## src/rtl/subtractor.sv

```systemverilog
// ============================================================================
//  Module      : subtractor
//  Description : Registered WIDTH-bit ripple-borrow subtractor, D = A - B - bin,
//                with the borrow-out of every bit position captured alongside.
//  Revision    : 1.0
// ============================================================================
`default_nettype none

module subtractor #(
    parameter int WIDTH = 4
) (
    input  logic             clk,
    input  logic             rst,
    input  logic [WIDTH-1:0] A,
    input  logic [WIDTH-1:0] B,
    input  logic             bin,
    output logic [WIDTH-1:0] D,
    output logic [WIDTH-1:0] b
);

    // w_chain[i] is the borrow into bit i; w_chain[0] is the external borrow-in.
    logic [WIDTH:0]   w_chain;
    logic [WIDTH-1:0] w_diff_d;
    logic [WIDTH-1:0] w_borrow_d;
    logic [WIDTH-1:0] r_diff_q;
    logic [WIDTH-1:0] r_borrow_q;

    assign w_chain[0] = bin;

    generate
        for (genvar i = 0; i < WIDTH; i++) begin : g_cell
            logic w_axb;
            assign w_axb         = A[i] ^ B[i];
            assign w_diff_d[i]   = w_axb ^ w_chain[i];
            assign w_borrow_d[i] = (~A[i] & B[i]) | (~w_axb & w_chain[i]);
            assign w_chain[i+1]  = w_borrow_d[i];
        end
    endgenerate

    always_ff @(posedge clk) begin
        if (rst) begin
            r_diff_q   <= '0;
            r_borrow_q <= '0;
        end else begin
            r_diff_q   <= w_diff_d;
            r_borrow_q <= w_borrow_d;
        end
    end

    assign D = r_diff_q;
    assign b = r_borrow_q;

endmodule

`default_nettype wire

```

## config.mk

```make
export PLATFORM = sky130hd
export DESIGN_NAME = subtractor
export DESIGN_NICKNAME = d
export VERILOG_FILES = /design/src/rtl/subtractor.sv
export SDC_FILE = /design/constraint.sdc
export NUM_CORES = 1
export LEC_CHECK = 0
export CAP_MARGIN = 10
export CORE_AREA = 2 2 39 41
export DETAILED_ROUTE_END_ITERATION = 10
export DIE_AREA = 0 0 41 43
export GPL_ROUTABILITY_DRIVEN = 0
export SLEW_MARGIN = 5
export SYNTH_ARGS = -nofsm -noshare
export SYNTH_HDL_FRONTEND = slang
export SYNTH_SLANG_ARGS = --single-unit
```

## constraint.sdc

```tcl
create_clock -name clk -period 2.62 [get_ports clk]
set_clock_uncertainty 0.15 [all_clocks]
set_input_delay 0.524 -clock clk [delete_from_list [all_inputs] [get_ports clk]]
set_output_delay 0.524 -clock clk [all_outputs]
set_load 0.01 [all_outputs]
```

==> metrics.md, run 1 <==
| Metric | Value |
|---|---|
| CTS Buf Count | `3` |
| Port buffer count | `18` |
| Max FO, Critical Path | `2` |
| DIE AREA | `roughly 0.0018 mm²` |
| Seq/Total Area, Yosys | `roughly 54%` |
| RSZ-0062 raised after global routing | `false` |
| Synth warn | `0` |
| Power density cells | `between 500 and 600 mW/mm²` |
| Tot Pwr | `about 0.29 mW` |
| Synth top area share | `53.6%` |
| # clock sinks | `8` |
| Post-synth top area cell | `dfxtp_1` |
| Via density | `3.56` |
| Avg WL per Cell | `about 7.6 µm` |
| Post-Syn Area per Cell | `between 10 and 15 µm²` |
| I/O pin total | `19` |
| Antenna Nets Post-Route | `0` |
| Antenna cells | `0` |
| Dpl hpwl | `404 µm` |
| Commonest non-fill, non-tap cells in the layout | `clkdlybuf4s50_1, dfxtp_1, nor2b_1, nor2_1` |
| Synth Net Count | `40` |
| Max-slew headroom | `about four fifths` |
| Proportion of layout cells with a drive suffix above 1 | `between 10% and 20%` |
| Worst-margin pin slew | `around 0.28 ns` |
| Max Cap Viol | `0` |
| DRC viols | `0` |
| Crit end category | `flop` |
| Final Routed Wirelength | `472 µm` |
| Clock Tree Buf Depth | `2` |
| Required time of the critical path | `approximately 2.6 ns` |
| H-tree Lvls | `1` |
| Critical path startpoint category | `primary input` |
| Area grow syn2layout | `79.5%` |
| Starting Density | `roughly 22%` |
| Largest net degree at the start of global routing | `9` |
| Post-layout minimum cycle time | `2.30 ns` |
| VDD IR max | `0.000250 V` |
| Synth top area cells | `dfxtp_1, fa_1, nor2b_1` |
| Synthesized area | `approximately 300 µm²` |
| Core ar. | `between 0.001 and 0.0015 mm²` |
| Post-Synthesis Cells | `25` |
| Dpl cell area | `499 µm²` |
| Global-route wire length before repair | `around 750 µm` |
| Initial DRC Count | `0` |
| CTS tree | `done` |
| First-pass iteration count of the detailed router | `1` |
| Global-route usage over all layers | `under 10%` |
| Final hold vios | `0` |
| Reg clk slew, reported paths | `0.05 ns` |
| Final Slew Violations | `0` |
| Post-synth cell types | `5` |
| Status | `finished clean` |
| Final Cycle Share | `87.9%` |
| Rows | `14` |
| Finish-stage setup viols | `0` |
| Clk root buf | `clkbuf_4` |
| Highest clock rate | `between 0.4 and 0.5 GHz` |
| Number of global-route vias before repair | `around 200` |
| Final Core Density | `38.8%` |
| Critical Setup Path Class | `in -> reg` |
| Final instance area | `537 µm²` |
| Die Ht | `between 40 and 50 µm` |
| Vias | `roughly 220` |
| Antenna violations before repair | `0` |
| Commonest non-fill, non-tap cell in the layout | `clkdlybuf4s50_1` |
| Leak pwr | `around 0.24 nW` |
| # Post-CTS Setup Buffers | `0` |
| Critical Path AT | `2.29 ns` |
| Worst Hold Class | `in -> reg` |
| Synth Register Bits | `8` |
| Die width | `approximately 41 µm` |
| Overflow after GRT | `0` |
| Layout Nets | `63` |
## state kept, by name (all words and copies together), names as in the netlist
register	flops
D	4
b	4
## power breakdown
| group | switching, mW | total [mW] | internal (mW) | leakage [nW] |
|---|---|---|---|---|
| registers | 0.00249 | 0.136 | 0.134 | 0.0667 |
| clock network | 0.0379 | 0.0901 | 0.0522 | 0.0138 |
| logic | 0.0244 | 0.0677 | 0.0433 | 0.164 |
| total | 0.0648 | 0.294 | 0.229 | 0.244 |
## critical path, stage by stage
cell and delay [ns]:
dlymetal6s2s_1 0.14, fa_2 0.41, fa_2 0.40, inv_2 0.07
fa_2 0.21, fa_1 0.41, nor2b_1 0.13
## synthesized netlist by cell type (all sizes together)
cell type	count
dfxtp	8
inv	5
fa	4
nor2b	4
nor2	4
## per-stage QoR
step / cells / setup WS, ns / hold WS [ns] / setup TNS [ns]
finish: 62 / 0.316 / 0.526 / 0
CTS: 62 / 0.0338 / 0.833 / 0
detailed placement: 59 / -0.340 / 1.10 / -0.469
global route: 62 / 0.251 / 0.525 / 0
floorplan: 25 / 0.209 / 0.441 / 0
global placement: 59 / -0.350 / 1.10 / -0.505
## metal layers
layer	up-vias	global-route usage [%]	wire, µm
met5	-	0	0
met4	0	2.00	0
met1	97	5.98	172
met3	0	7.33	58
met2	12	10.0	240
li1	112	-	-
## final cells by class
cell class	instances	area [µm²]
Inverter	5	18.8
Multi-Input combinational cell	12	128
Clock buffer	3	22.5
Fill cell	156	847
Sequential cell	8	160
Timing Repair Buffer	18	188
Tap cell	16	20.0
## timing repair
action	4_1_cts	5_1_grt
gates resized for setup	3	5
pin swaps	0	4
hold buffers	0	0
setup endpoints to repair	1	1
## cells by family (layout without fill, tap and decap cells)
kind of cell | after synthesis | after routing | share of synthesized area, %
buffers and inverters | 5 | 26 | 6.28
adder cells (fa/ha/maj) | 4 | 4 | 26.8
AND/OR/NAND/NOR | 8 | 8 | 13.4
flip-flops | 8 | 8 | 53.6
## final timing paths
path,from,cells past startpoint,endpoint
hold / removal,B[0],3,D[0]
setup / recovery,bin,7,D[3]
Note: power is estimated with default switching activity, not from simulation.
==> run 2, diff against run 1 <==
- clock period: 2.62 -> 1.85 ns (I/O delays scaled with it)
==> metrics.md, run 2 (synthesis gave the netlist of run 1 again) <==
| Metric | Value |
|---|---|
| Final setup margin | `-0.168 ns (-0.484 ns)` |
| DRC viols | `0 (unchanged)` |
| Layout Nets | `63 (unchanged)` |
| Met3 Track Usage GR | `6.81% (-0.52 points)` |
| CTS Hold Bufs | `0 (unchanged)` |
| GRT met2 Usage | `8.75% (-1.3 points)` |
| Final instance area | `518 µm² (-3.5%)` |
| DIE AREA | `0.00176 mm² (unchanged)` |
| Highest clock rate | `approximately 0.50 GHz` |
| Global-route wire length before repair | `779 µm (+4.6%)` |
| Gr busiest metal | `met2` |
| Commonest non-fill, non-tap cells in the layout | `clkdlybuf4s50_1, dfxtp_1, nor2b_1, nor2_1` |
| Global-route usage over all layers | `7.21% (+0.41 points)` |
| Critical Path AT | `2.00 ns (-0.29 ns)` |
| Critical Setup Path Class | `in -> reg` |
| Antenna violations before repair | `0 (unchanged)` |
| Dpl cell area | `507 µm² (+1.5%)` |
| Core ar. | `0.00138 mm² (unchanged)` |
| Clk root buf | `clkbuf_4` |
| Max-slew headroom | `80.9% (-0.12 points)` |
| Critical path startpoint category | `primary input` |
| CTS tree | `done` |
| Finish-stage setup viols | `1 (+1)` |
| Power density cells | `796 mW/mm² (+45%)` |
| Port buffer count | `18 (unchanged)` |
| Number of global-route vias before repair | `226 (+12%)` |
| Antenna Nets Post-Route | `0 (unchanged)` |
| Commonest non-fill, non-tap cell in the layout | `clkdlybuf4s50_1` |
| Antenna cells | `0 (unchanged)` |
| Final Routed Wirelength | `466 µm (-1.3%)` |
| Die Ht | `43 µm (unchanged)` |
| Tot Pwr | `0.412 mW (+40%)` |
| Starting Density | `21.6% (unchanged)` |
| Initial DRC Count | `2 (+2)` |
| CTS Buf Count | `3 (unchanged)` |
| I/O pin total | `19 (unchanged)` |
| First-pass iteration count of the detailed router | `2 (+1)` |
| Max Cap Viol | `0 (unchanged)` |
| Status | `finished with violations` |
| Worst-margin pin slew | `0.285 ns (+0.00183 ns)` |
| Leak pwr | `0.220 nW (-9.7%)` |
| Die width | `41 µm (unchanged)` |
| Area grow syn2layout | `73.2%` |
| Worst Hold Class | `in -> reg` |
| Via density | `3.65 (+2.3%)` |
| Post-layout minimum cycle time | `around 2.0 ns` |
| # clock sinks | `8 (unchanged)` |
| Final Slew Violations | `0 (unchanged)` |
| Clock Tree Buf Depth | `2 (unchanged)` |
| VDD IR max | `0.000344 V (+37%)` |
| Overflow after GRT | `0 (unchanged)` |
| Rows | `14 (unchanged)` |
| Multi-input logic area | `128 µm² (unchanged)` |
| Avg WL per Cell | `7.52 µm (-1.3%)` |
| Largest net degree at the start of global routing | `9 (unchanged)` |
| Final hold vios | `0 (unchanged)` |
| Proportion of layout cells with a drive suffix above 1 | `26.1% (+8.7 points)` |
| Register area | `160 µm² (unchanged)` |
| Fillers | `149 (-4.5%)` |
| Failing checks | `setup timing` |
| Met1 usage | `8.00% (+2.0 points)` |
| Crit end category | `flop` |
| Required time of the critical path | `1.83 ns (-0.77 ns)` |
| Final Cycle Share | `109%` |
| H-tree Lvls | `1 (unchanged)` |
| Max FO, Critical Path | `2 (unchanged)` |
| RSZ-0062 raised after global routing | `true` |
| Reg clk slew, reported paths | `0.05 ns (about the same)` |
| Vias | `226 (+2.3%)` |
## run 2: cell count changes in the layout (fill, tap and decap cells not counted)
cell,change
dlymetal6s2s_1,-3
inv_2,+1
clkdlybuf4s50_1,-2
dlygate4sd2_1,+2
buf_6,+1
inv_1,-1
buf_2,+2
## run 2: worst paths after layout
kind / from / to / slack (ns) / cells after the start
setup / recovery: A[0] / D[3] / -0.17 / 8
hold / removal: bin / D[0] / 0.33 / 3
## run 2: worst max-delay path, stage by stage
cell     delay (ns)
buf_6          0.07
inv_2          0.03
fa_2           0.38
fa_2           0.35
inv_2          0.06
fa_2           0.20
fa_1           0.40
nor2b_1        0.13
## run 2: cell type report
cell class                 count  share of cell area [%]
tap                           16                    3.86
clock buffer                   3                    4.35
sequential                     8                    30.9
inverter                       5                    3.62
timing repair buffer          18                    32.6
multi-input combinational     12                    24.6
## run 2: repair_timing
action | CTS | global route
setup endpoints to repair | 4 | 2
resized for setup | 16 | 0
buffers inserted | 0 | 0
pin swaps | 4 | 0
## run 2: through the flow
step	std cells	worst slack [ns]	hold WS, ns	setup TNS [ns]	util (%)
4_1_cts	62	-0.171	0.328	-0.171	37.4
6_report	62	-0.168	0.334	-0.168	37.4
5_1_grt	62	-0.234	0.346	-0.256	37.4
3_3_place_gp	59	-0.817	0.939	-2.82	36.6
3_5_place_dp	59	-0.833	0.936	-2.86	36.6
2_1_floorplan	25	-0.309	0.287	-0.542	-
## run 2: per-layer routing
metal  up-vias  part of all wire (%)  wire (µm)
met3         0                    11         53
met1       102                    40        185
met2        11                    49        227
met5         -                     0          0
li1        113                     -          -
met4         0                     0          0
## run 2: report_power, final
group          internal (mW)  leakage (nW)  total [mW]  switching [mW]
clock                 0.0737        0.0138       0.126          0.0520
sequential             0.190        0.0667       0.193         0.00375
combinational         0.0586         0.140      0.0932          0.0346
